## config.mk

```make
export PLATFORM = sky130hd
export DESIGN_NAME = sonar_scan_sequencer
export DESIGN_NICKNAME = d
export VERILOG_FILES = /design/src/rtl/sonar_scan_sequencer.sv
export SDC_FILE = /design/constraint.sdc
export NUM_CORES = 1
export LEC_CHECK = 0
export CAP_MARGIN = 20
export CORE_ASPECT_RATIO = 1.1
export CORE_MARGIN = 2
export CORE_UTILIZATION = 45
export CTS_BUF_LIST = sky130_fd_sc_hd__clkbuf_16
export CTS_CLUSTER_DIAMETER = 60
export DETAILED_ROUTE_END_ITERATION = 8
export PLACE_DENSITY = 0.63
export SETUP_SLACK_MARGIN = 0.3
export SLEW_MARGIN = 30
export SYNTH_ARGS = -nofsm -noshare
export SYNTH_HDL_FRONTEND = slang
export SYNTH_SLANG_ARGS = --single-unit
```

## constraint.sdc

```tcl
create_clock -name clk -period 4.1 [get_ports clk]
set_input_delay 0.615 -clock clk [delete_from_list [all_inputs] [get_ports clk]]
set_output_delay 0.615 -clock clk [all_outputs]
set_load 0.01 [all_outputs]
```

## src/rtl/sonar_scan_sequencer.sv

```systemverilog
// Trigger scheduler for N_CH ultrasonic rangers. Fires enabled channels in
// ascending index order: an active trigger window of ACT_SLOTS slots, then a
// quiet window of PAUSE_SLOTS slots, one slot being slot_len+1 clocks.
// Ports:
//   clk, reset_n            clock, asynchronous active-low reset
//   start                   1-cycle pulse, begins a frame from IDLE
//   continuous              level, restarts the frame automatically at frame end
//   abort                   synchronous, forces IDLE on the next cycle
//   ch_mask, slot_len       channel enables and slot period-1, latched per frame
//   trig                    one-hot trigger, high only while ACTIVE
//   ch_idx                  index of the current channel
//   busy                    high in ACTIVE or PAUSE
//   ch_start                pulse on the first cycle of each ACTIVE window
//   frame_done              pulse on the last cycle of the final PAUSE
module sonar_scan_sequencer #(
  parameter int unsigned N_CH        = 3,
  parameter int unsigned CNT_W       = 32,
  parameter int unsigned ACT_SLOTS   = 3,
  parameter int unsigned PAUSE_SLOTS = 3,
  parameter int unsigned IDX_W       = (N_CH > 1) ? $clog2(N_CH) : 1
) (
  input  logic             clk,
  input  logic             reset_n,
  input  logic             start,
  input  logic             continuous,
  input  logic             abort,
  input  logic [N_CH-1:0]  ch_mask,
  input  logic [CNT_W-1:0] slot_len,
  output logic [N_CH-1:0]  trig,
  output logic [IDX_W-1:0] ch_idx,
  output logic             busy,
  output logic             ch_start,
  output logic             frame_done
);

  localparam int unsigned MAX_SLOTS = (ACT_SLOTS > PAUSE_SLOTS) ? ACT_SLOTS : PAUSE_SLOTS;
  localparam int unsigned SLOT_W    = $clog2(MAX_SLOTS + 1);
  localparam logic [SLOT_W-1:0] ACT_LAST   = SLOT_W'(ACT_SLOTS - 1);
  localparam logic [SLOT_W-1:0] PAUSE_LAST = SLOT_W'(PAUSE_SLOTS - 1);

  typedef enum logic [1:0] {IDLE, ACTIVE, PAUSE} state_t;

  state_t            state, nxt_state;
  logic [CNT_W-1:0]  presc, nxt_presc;
  logic [SLOT_W-1:0] slot_cnt, nxt_slot;
  logic [IDX_W-1:0]  nxt_idx;
  logic [N_CH-1:0]   mask_q, nxt_mask;
  logic [CNT_W-1:0]  slot_len_q, nxt_len;
  logic              tick;

  // Lowest set bit of a mask (0 when empty).
  function automatic logic [IDX_W-1:0] lowest(input logic [N_CH-1:0] m);
    logic [IDX_W-1:0] r;
    r = '0;
    for (int i = int'(N_CH) - 1; i >= 0; i--)
      if (m[i]) r = IDX_W'(i);
    return r;
  endfunction

  // Any set bit above the current channel.
  function automatic logic higher_any(input logic [N_CH-1:0] m, input logic [IDX_W-1:0] cur);
    logic f;
    f = 1'b0;
    for (int i = 0; i < int'(N_CH); i++)
      if (m[i] && (i > int'(cur))) f = 1'b1;
    return f;
  endfunction

  // Nearest set bit above the current channel.
  function automatic logic [IDX_W-1:0] next_higher(input logic [N_CH-1:0] m, input logic [IDX_W-1:0] cur);
    logic [IDX_W-1:0] r;
    r = cur;
    for (int i = int'(N_CH) - 1; i >= 0; i--)
      if (m[i] && (i > int'(cur))) r = IDX_W'(i);
    return r;
  endfunction

  assign tick = (presc == slot_len_q);

  // Next-state and counter logic; outputs are registered from these values.
  always_comb begin
    nxt_state = state;
    nxt_presc = tick ? '0 : presc + CNT_W'(1);
    nxt_slot  = slot_cnt;
    nxt_idx   = ch_idx;
    nxt_mask  = mask_q;
    nxt_len   = slot_len_q;
    unique case (state)
      IDLE: begin
        nxt_presc = '0;
        nxt_slot  = '0;
        nxt_idx   = '0;
        if (start) begin
          nxt_mask = ch_mask;
          nxt_len  = slot_len;
          if (ch_mask != '0) begin
            nxt_state = ACTIVE;
            nxt_idx   = lowest(ch_mask);
          end
        end
      end
      ACTIVE: begin
        if (tick) begin
          if (slot_cnt == ACT_LAST) begin
            nxt_state = PAUSE;
            nxt_slot  = '0;
          end else begin
            nxt_slot = slot_cnt + SLOT_W'(1);
          end
        end
      end
      PAUSE: begin
        if (tick) begin
          if (slot_cnt == PAUSE_LAST) begin
            nxt_slot  = '0;
            nxt_presc = '0;
            if (higher_any(mask_q, ch_idx)) begin
              nxt_state = ACTIVE;
              nxt_idx   = next_higher(mask_q, ch_idx);
            end else if (continuous && (ch_mask != '0)) begin
              nxt_mask  = ch_mask;
              nxt_len   = slot_len;
              nxt_state = ACTIVE;
              nxt_idx   = lowest(ch_mask);
            end else begin
              if (continuous) begin
                nxt_mask = ch_mask;
                nxt_len  = slot_len;
              end
              nxt_state = IDLE;
              nxt_idx   = '0;
            end
          end else begin
            nxt_slot = slot_cnt + SLOT_W'(1);
          end
        end
      end
      default: nxt_state = IDLE;
    endcase
    if (abort) begin
      nxt_state = IDLE;
      nxt_presc = '0;
      nxt_slot  = '0;
      nxt_idx   = '0;
    end
  end

  // State, counters and look-ahead registered outputs.
  always_ff @(posedge clk or negedge reset_n) begin
    if (!reset_n) begin
      state      <= IDLE;
      presc      <= '0;
      slot_cnt   <= '0;
      ch_idx     <= '0;
      mask_q     <= '0;
      slot_len_q <= '0;
      trig       <= '0;
      busy       <= 1'b0;
      ch_start   <= 1'b0;
      frame_done <= 1'b0;
    end else begin
      state      <= nxt_state;
      presc      <= nxt_presc;
      slot_cnt   <= nxt_slot;
      ch_idx     <= nxt_idx;
      mask_q     <= nxt_mask;
      slot_len_q <= nxt_len;
      trig       <= (nxt_state == ACTIVE) ? (N_CH'(1) << nxt_idx) : '0;
      busy       <= (nxt_state != IDLE);
      ch_start   <= (nxt_state == ACTIVE) && (state != ACTIVE);
      // Flag the cycle that will be the last of the frame's final pause.
      frame_done <= (nxt_state == PAUSE) && (nxt_slot == PAUSE_LAST) &&
                    (nxt_presc == nxt_len) && !higher_any(nxt_mask, nxt_idx);
    end
  end

endmodule

```

==> impl_results.md, run 1 <==
- Power density over cell area: slightly below 400 nW/um2
- Maximum number of pins on one net before global-route repair: 44
- Routed len/inst: ~18 um
- CP endpoint kind: flip-flop
- Filler-free cell count of the finished design: 618
- Inst Count DP: ~600
- # diodes: 0
- RD Place Congestion: around 0.86
- EDFF count, synth: 0
- Final Max Slew Viols: 0
- Iteration count of the initial detailed-routing pass: 5
- Vias/cell: 5.59
- Worst-path clk slew: around 0.06 ns
- Register area share after synthesis: 0.447
- Leak: roughly 2.2 nW
- Layout Nets: roughly 540
- Global-route wire length before repair: between 15000 and 20000 um
- Worst Hold Class: input pin to async pin
- Crit-path max FO: 22
- Initial drt markers: just under 200
- CTS tree: yes
- Syn. warnings: 0
- Core box area: 9400 um2
- Period minus WS final: 3.49 ns
- DRC: 0
- # resized after CTS: 0
- #FFs+latches synth: between 70 and 80
- Peak supply drop: ~240 uV
- Synth Cell Area: 4370 um2
- Post-synthesis mux area share: 0.00459
- Cell Chain, Critical Path: xor2_1 > nor4_1 > nand4_2 > nor4_4 > nor2_4 > a22o_1 > xor2_1 > nor4b_2 > nand4_1 > nor4_2
- Grt total ovfl: 0
- Initial Util: 0.465
- Post-Synth Simple-Gate Area: 0.202
- Port bufs: 47
- Crit-path max cell delay: roughly 0.64 ns
- Worst Hold Slack: between 0.2 and 0.25 ns
- Share of synthesized flip-flops with an asynchronous set or reset: 1.00
- Fill count: 838
- # hold bufs at CTS: 0
- Compound-Gate Fraction of Synth Area: 0.115
- Max-Cap Viols: 0
- Worst-Margin Slew: between 0.6 and 0.7 ns
- Worst reg2reg startpoint: presc[15]
- Share of layout cells above drive strength 1: 0.0798
- Post-Syn Nets: 487
- Via count: between 3000 and 4000
- Antenna Nets Post-Route: 0
- Critical path class: flip-flop to flip-flop
- Skew-Pair Late Insertion Delay: 0.33 ns
- Final hold vios: 0
- Total GRT Usage: 0.223
- Area after DPL: around 5000 um2
- WP data arrival: 3.73 ns
- Count of cell types in the netlist: 51
- TritonCTS buffer count: 9
- R2R depth: 10
- DIE AREA: between 10000 and 15000 um2
- CP dominant cell by count: xor2_1
- Die width: 97.9 um
- Drt total wl: 11300 um
- Largest family of logic cells by synthesized area: simple AND/OR/NAND/NOR gates
- Post-Syn Instances: ~440
- Critical Path Stages: 10
- Clock Sinks: around 80
- Status: finished, final reports clean
- R2r endpoint: frame_done
- Max frequency: around 0.29 GHz
- Setup bufs post-CTS: 0
- Die height: around 110 um
- CP Launch Type: flip-flop
- Setup TNS: 0 ns
- Initial antenna violation count: 0
- Setup slack, reg-to-reg: just over 0.6 ns
- Max clock buf depth: 2
- Final Cell Area: 5290 um2
- Period utilisation layout: 0.852
- Synth Area in XOR/XNOR: 0.187
- RSZ-0062 raised after global routing: no
- Mean post-synth cell area: approximately 9.9 um2
- DP Wirelength: 8530 um
- CP Buf/Inv Count: 0
- Adder-cell share of the synthesized area: 0.0143
- # IOs: 48
- Row count: 37
- Slew HR: 0.585
- Fin Clk Skew: between 0.009 and 0.01 ns
- Leading register cell type out of synthesis: dfrtp_1
- Crit-path slowest cell: nor4_4
- H-tree depth: 3
- # setup viols final: 0
- Vias in the first global route: roughly 3500
- Root Driver: clkbuf_16
- Required time worst endpoint: 4.34 ns
- Syn-to-layout area delta: 21.2%
- Critical path's top delay family: simple AND/OR/NAND/NOR gates
-- metal layers --
metal / vias up / GRT usage / wire, um
li1: 1665 / - / -
met1: 1680 / 0.296 / 5150
met2: 96 / 0.368 / 5390
met3: 14 / 0.0494 / 555
met4: 0 / 0.0665 / 227
met5: - / 0 / 0
-- cell usage after synthesis (4+ instances only) --
| cell type | instances | area (um2) |
|---|---|---|
| ha_1 | 5 | 62.6 |
| nor4_2 | 4 | 50.1 |
| clkbuf_1 | 5 | 18.8 |
| dfrtp_1 | 78 | 1950 |
| xor2_1 | 59 | 517 |
| a22o_1 | 21 | 184 |
| buf_2 | 7 | 35.0 |
| a21oi_1 | 14 | 70.1 |
| o2bb2ai_1 | 4 | 35.0 |
| nor4_1 | 8 | 50.1 |
| nand2_1 | 27 | 101 |
| xnor2_1 | 34 | 298 |
| nor3_1 | 8 | 40.0 |
| inv_1 | 14 | 52.6 |
| nand2b_1 | 5 | 31.3 |
| o21ai_0 | 14 | 70.1 |
| nand3_1 | 10 | 50.1 |
| nor2_1 | 58 | 218 |
| nand4_1 | 17 | 106 |
-- worst max path at each step --
stage	endpoint	slack, ns	from
final	frame_done	0.61	presc[15]
after global routing	frame_done	0.36	presc[10]
after CTS	frame_done	0.60	presc[10]
after detailed placement	frame_done	0.45	continuous
after global placement	frame_done	0.29	start
after floorplan	frame_done	1.13	presc[11]
-- kinds of logic after synthesis --
family | after synthesis
AO/OA/AOI/OAI | 71
XOR/XNOR | 93
adder cells (fa/ha/maj) | 5
buffers and inverters | 29
flip-flops | 78
multiplexers | 2
AND/OR/NAND/NOR | 164
-- registers in the layout, indices dropped and copies added, names as in the netlist --
name        count
presc          32
slot_len_q     32
trig            3
ch_idx          2
mask_q          2
slot_cnt        2
state           2
busy            1
ch_start        1
frame_done      1
-- placed cells by master (no fill, tap or decap), types with 17 or more instances in the layout --
cell	netlist	final
xor2_1	59	59
clkdlybuf4s50_1	0	46
nand2_1	27	27
nor2_1	58	58
nand4_1	17	17
dfrtp_1	78	78
xnor2_1	34	34
a22o_1	21	21
-- per-stage QoR --
stage               utilization  setup WS, ns  power (mW)
global placement          0.529         0.292        1.31
global route              0.563         0.363        2.19
CTS                       0.563         0.597        2.11
floorplan                     -          1.13        1.16
finish                    0.563         0.607        2.10
detailed placement        0.532         0.445        1.32
-- cell type report --
cell class                      count  area (um2)  share of cell area
Clock buffer                        9         225              0.0426
Clock inverter                      7        65.1              0.0123
Inverter                           14        52.6             0.00993
Multi-Input combinational cell    335        2290               0.432
Sequential cell                    78        1950               0.369
Tap cell                          117         146              0.0277
Timing Repair Buffer               58         563               0.106
-- power breakdown --
| group | total (mW) | switching, mW | internal [mW] |
|---|---|---|---|
| Combinational | 0.412 | 0.221 | 0.191 |
| Clock | 0.788 | 0.321 | 0.467 |
| Sequential | 0.895 | 0.0550 | 0.840 |
| Total | 2.10 | 0.597 | 1.50 |
Power figures use the tool's default switching activity.
==> run 2, diff against run 1 <==
--- a/config.mk
+++ b/config.mk
@@ -5,7 +5,6 @@
 export SDC_FILE = /design/constraint.sdc
 export NUM_CORES = 1
 export LEC_CHECK = 0
-export CAP_MARGIN = 20
 export CORE_ASPECT_RATIO = 1.1
 export CORE_MARGIN = 2
 export CORE_UTILIZATION = 45
==> results of run 2 <==
Same layout as run 1: the final DEF is identical, and so are final timing and power.
==> edit, RTL diff (flow settings as in run 1) <==
Change the parameter `CNT_W` from 32 to 36.
--- a/src/rtl/sonar_scan_sequencer.sv
+++ b/src/rtl/sonar_scan_sequencer.sv
@@ -15,5 +15,5 @@
 module sonar_scan_sequencer #(
   parameter int unsigned N_CH        = 3,
-  parameter int unsigned CNT_W       = 32,
+  parameter int unsigned CNT_W       = 36,
   parameter int unsigned ACT_SLOTS   = 3,
   parameter int unsigned PAUSE_SLOTS = 3,
Interface: changed (resized slot_len); port bits go from 48 to 52. The function was not compared with the original's and may differ.
==> edit against run 1 <==
Wire length grew 10%. Utilization shrank 0.60 points. Design area grew 9.4%. Cell count grew 9.4%. Sequential cell count grew 8. Die area grew 9.8%. Sequential share of layout area grew 0.28 points. Power shrank 2.4%. Count of clock-buffer cells in the layout is the same. Area after synthesis grew 10%. Setup slack lost 92 ps. Critical endpoint unchanged.
==> edit: results (changes against run 1) <==
{| class="wikitable"
! Metric !! Value
|-
| Run status || completed
|-
| Post-CTS repair timing setup buffer count || 0 (unchanged)
|-
| Count of unique library cells instantiated by Yosys || 61 (+20%)
|-
| Final setup skew || 7.51 ps (-2.21 ps)
|-
| M2 GR Usage || 34.8% (-2.0 points)
|-
| Max transition margin || 50.5% (-8.1 points)
|-
| Non-clock buffer contribution to total cell area || 10.3% (-0.31 points)
|-
| Number of global-route vias before repair || 3766 (+8.3%)
|-
| Worst-path maximum fanout || 8 (-64%)
|-
| Net count, final || 577 (+6.7%)
|-
| Syn avg cell area || 10.2 um^2 (+3.2%)
|-
| Global routing met1 resource utilization || 34.3% (+4.7 points)
|-
| Sequential cell area share || 37.2% (+0.28 points)
|-
| Commonest cells in the synthesized netlist || dfrtp_1 (86), xnor2_1 (68), nor2_1 (56), xor2_1 (31), a22o_1 (30)
|-
| GPL Wtd Cong || 0.906 (+5.0%)
|-
| Number of iterations in the first detailed-routing pass || 4 (-1)
|-
| Port bufs || 51 (+8.5%)
|-
| Met1 WL || 5940 um (+15%)
|-
| Slowest Stage Delay on Critical Path || 560 ps (-80 ps)
|-
| Dpl cells || 659 (+9.5%)
|-
| Estimated wirelength of the detail-placed design || 9250 um (+8.4%)
|-
| Largest registers || presc x36, slot_len_q x36, trig x3
|-
| R2R Path Start || presc[29]
|-
| 1st-iter DRT viols || 197 (+0.51%)
|-
| Net switching fraction of the power || 26.0% (-2.5 points)
|-
| Maximum number of pins on one net before global-route repair || 47 (+6.8%)
|-
| Share of final layout cell area taken by clock buffers and inverters || 4.89% (-0.60 points)
|-
| Number of antenna violations at the first check in global routing || 0 (unchanged)
|-
| Sequential area share after synthesis || 44.7% (about the same)
|-
| Filler instances || 941 (+12%)
|-
| Total met2 wirelength after detailed routing || 5920 um (+10%)
|-
| Minimum setup slack in the final design || 516 ps (-91.6 ps)
|-
| Fraction of area in multi-input gates || 43.4% (+0.19 points)
|-
| Count of non-CTS inverters in the layout || 17 (+3)
|-
| Power of the clock network || 0.792 mW (+0.5%)
|-
| Quantity of gates resized following cts || 0 (unchanged)
|-
| Cell count of the worst reg-to-reg path || 11 (+1)
|-
| Non-filler cells, final || 676 (+9.4%)
|-
| Highest-delay cell along the critical path || or4_1
|-
| Length of routed met3 wiring || 459 um (-17%)
|-
| Leakage power || 2.30 nW (+3.8%)
|-
| Sequential cell count || 86 (+10%)
|-
| Post-DR wirelength/cell || 18.5 um (+0.96%)
|-
| GR Layer Usage met3 || 2.93% (-2.0 points)
|-
| Power attributed to combinational cells || 0.313 mW (-24%)
|-
| Highest ir drop seen on vdd || 238 uV (-2.6%)
|-
| Wire length of the first global-routing pass || 20200 um (+11%)
|-
| Via density per instance || 5.53 (-1.1%)
|-
| Comb_multi_in || 351 (+4.8%)
|-
| Number of buffers outside the clock class in the layout || 63 (+8.6%)
|-
| Most area-consuming cells after synthesis || dfrtp_1 (45%), xnor2_1 (12%), xor2_1 (5.6%), a22o_1 (5.5%), nor2_1 (4.4%)
|-
| Overall global routing resource usage || 23.0% (+0.69 points)
|-
| Arrival @ worst endpoint || 3830 ps (+100 ps)
|}
edit: changes by cell type after synthesis, sizes merged, moves of 4 or more:
cell,change
nand2,-4
nand4,+9
o2bb2ai,-4
xor2,-28
clkbuf,+6
a22o,+9
dfrtp,+8
o21ai,-9
xnor2,+36
and3,+4
nand3,+10
nor4,-8
buf,-4
a21oi,-6
edit: cells by family after synthesis:
logic type                 share of synthesized area [%]
AOI/OAI and AO/OA                                   12.1
xor gates and xnor gates                            18.7
adders and majority gates                           1.30
buffers and inverters                               3.48
DFF                                                 44.7
muxes                                              0.624
and+or+nand+nor                                     19.1
edit: stage by stage:
step	hold WS, ps	power [mW]	area, um^2
final	286	2.04	5790
after global routing	336	2.13	5790
after CTS	303	2.06	5760
after detailed placement	508	1.26	5480
after global placement	505	1.26	5480
after floorplan	319	1.13	4810
edit: final timing paths:
check / end
setup / recovery: frame_done
hold / removal: slot_len_q[21]
setup reg to reg: frame_done
hold reg to reg: mask_q[1]
max in group asynchronous: presc[33]
min in group clk: mask_q[1]
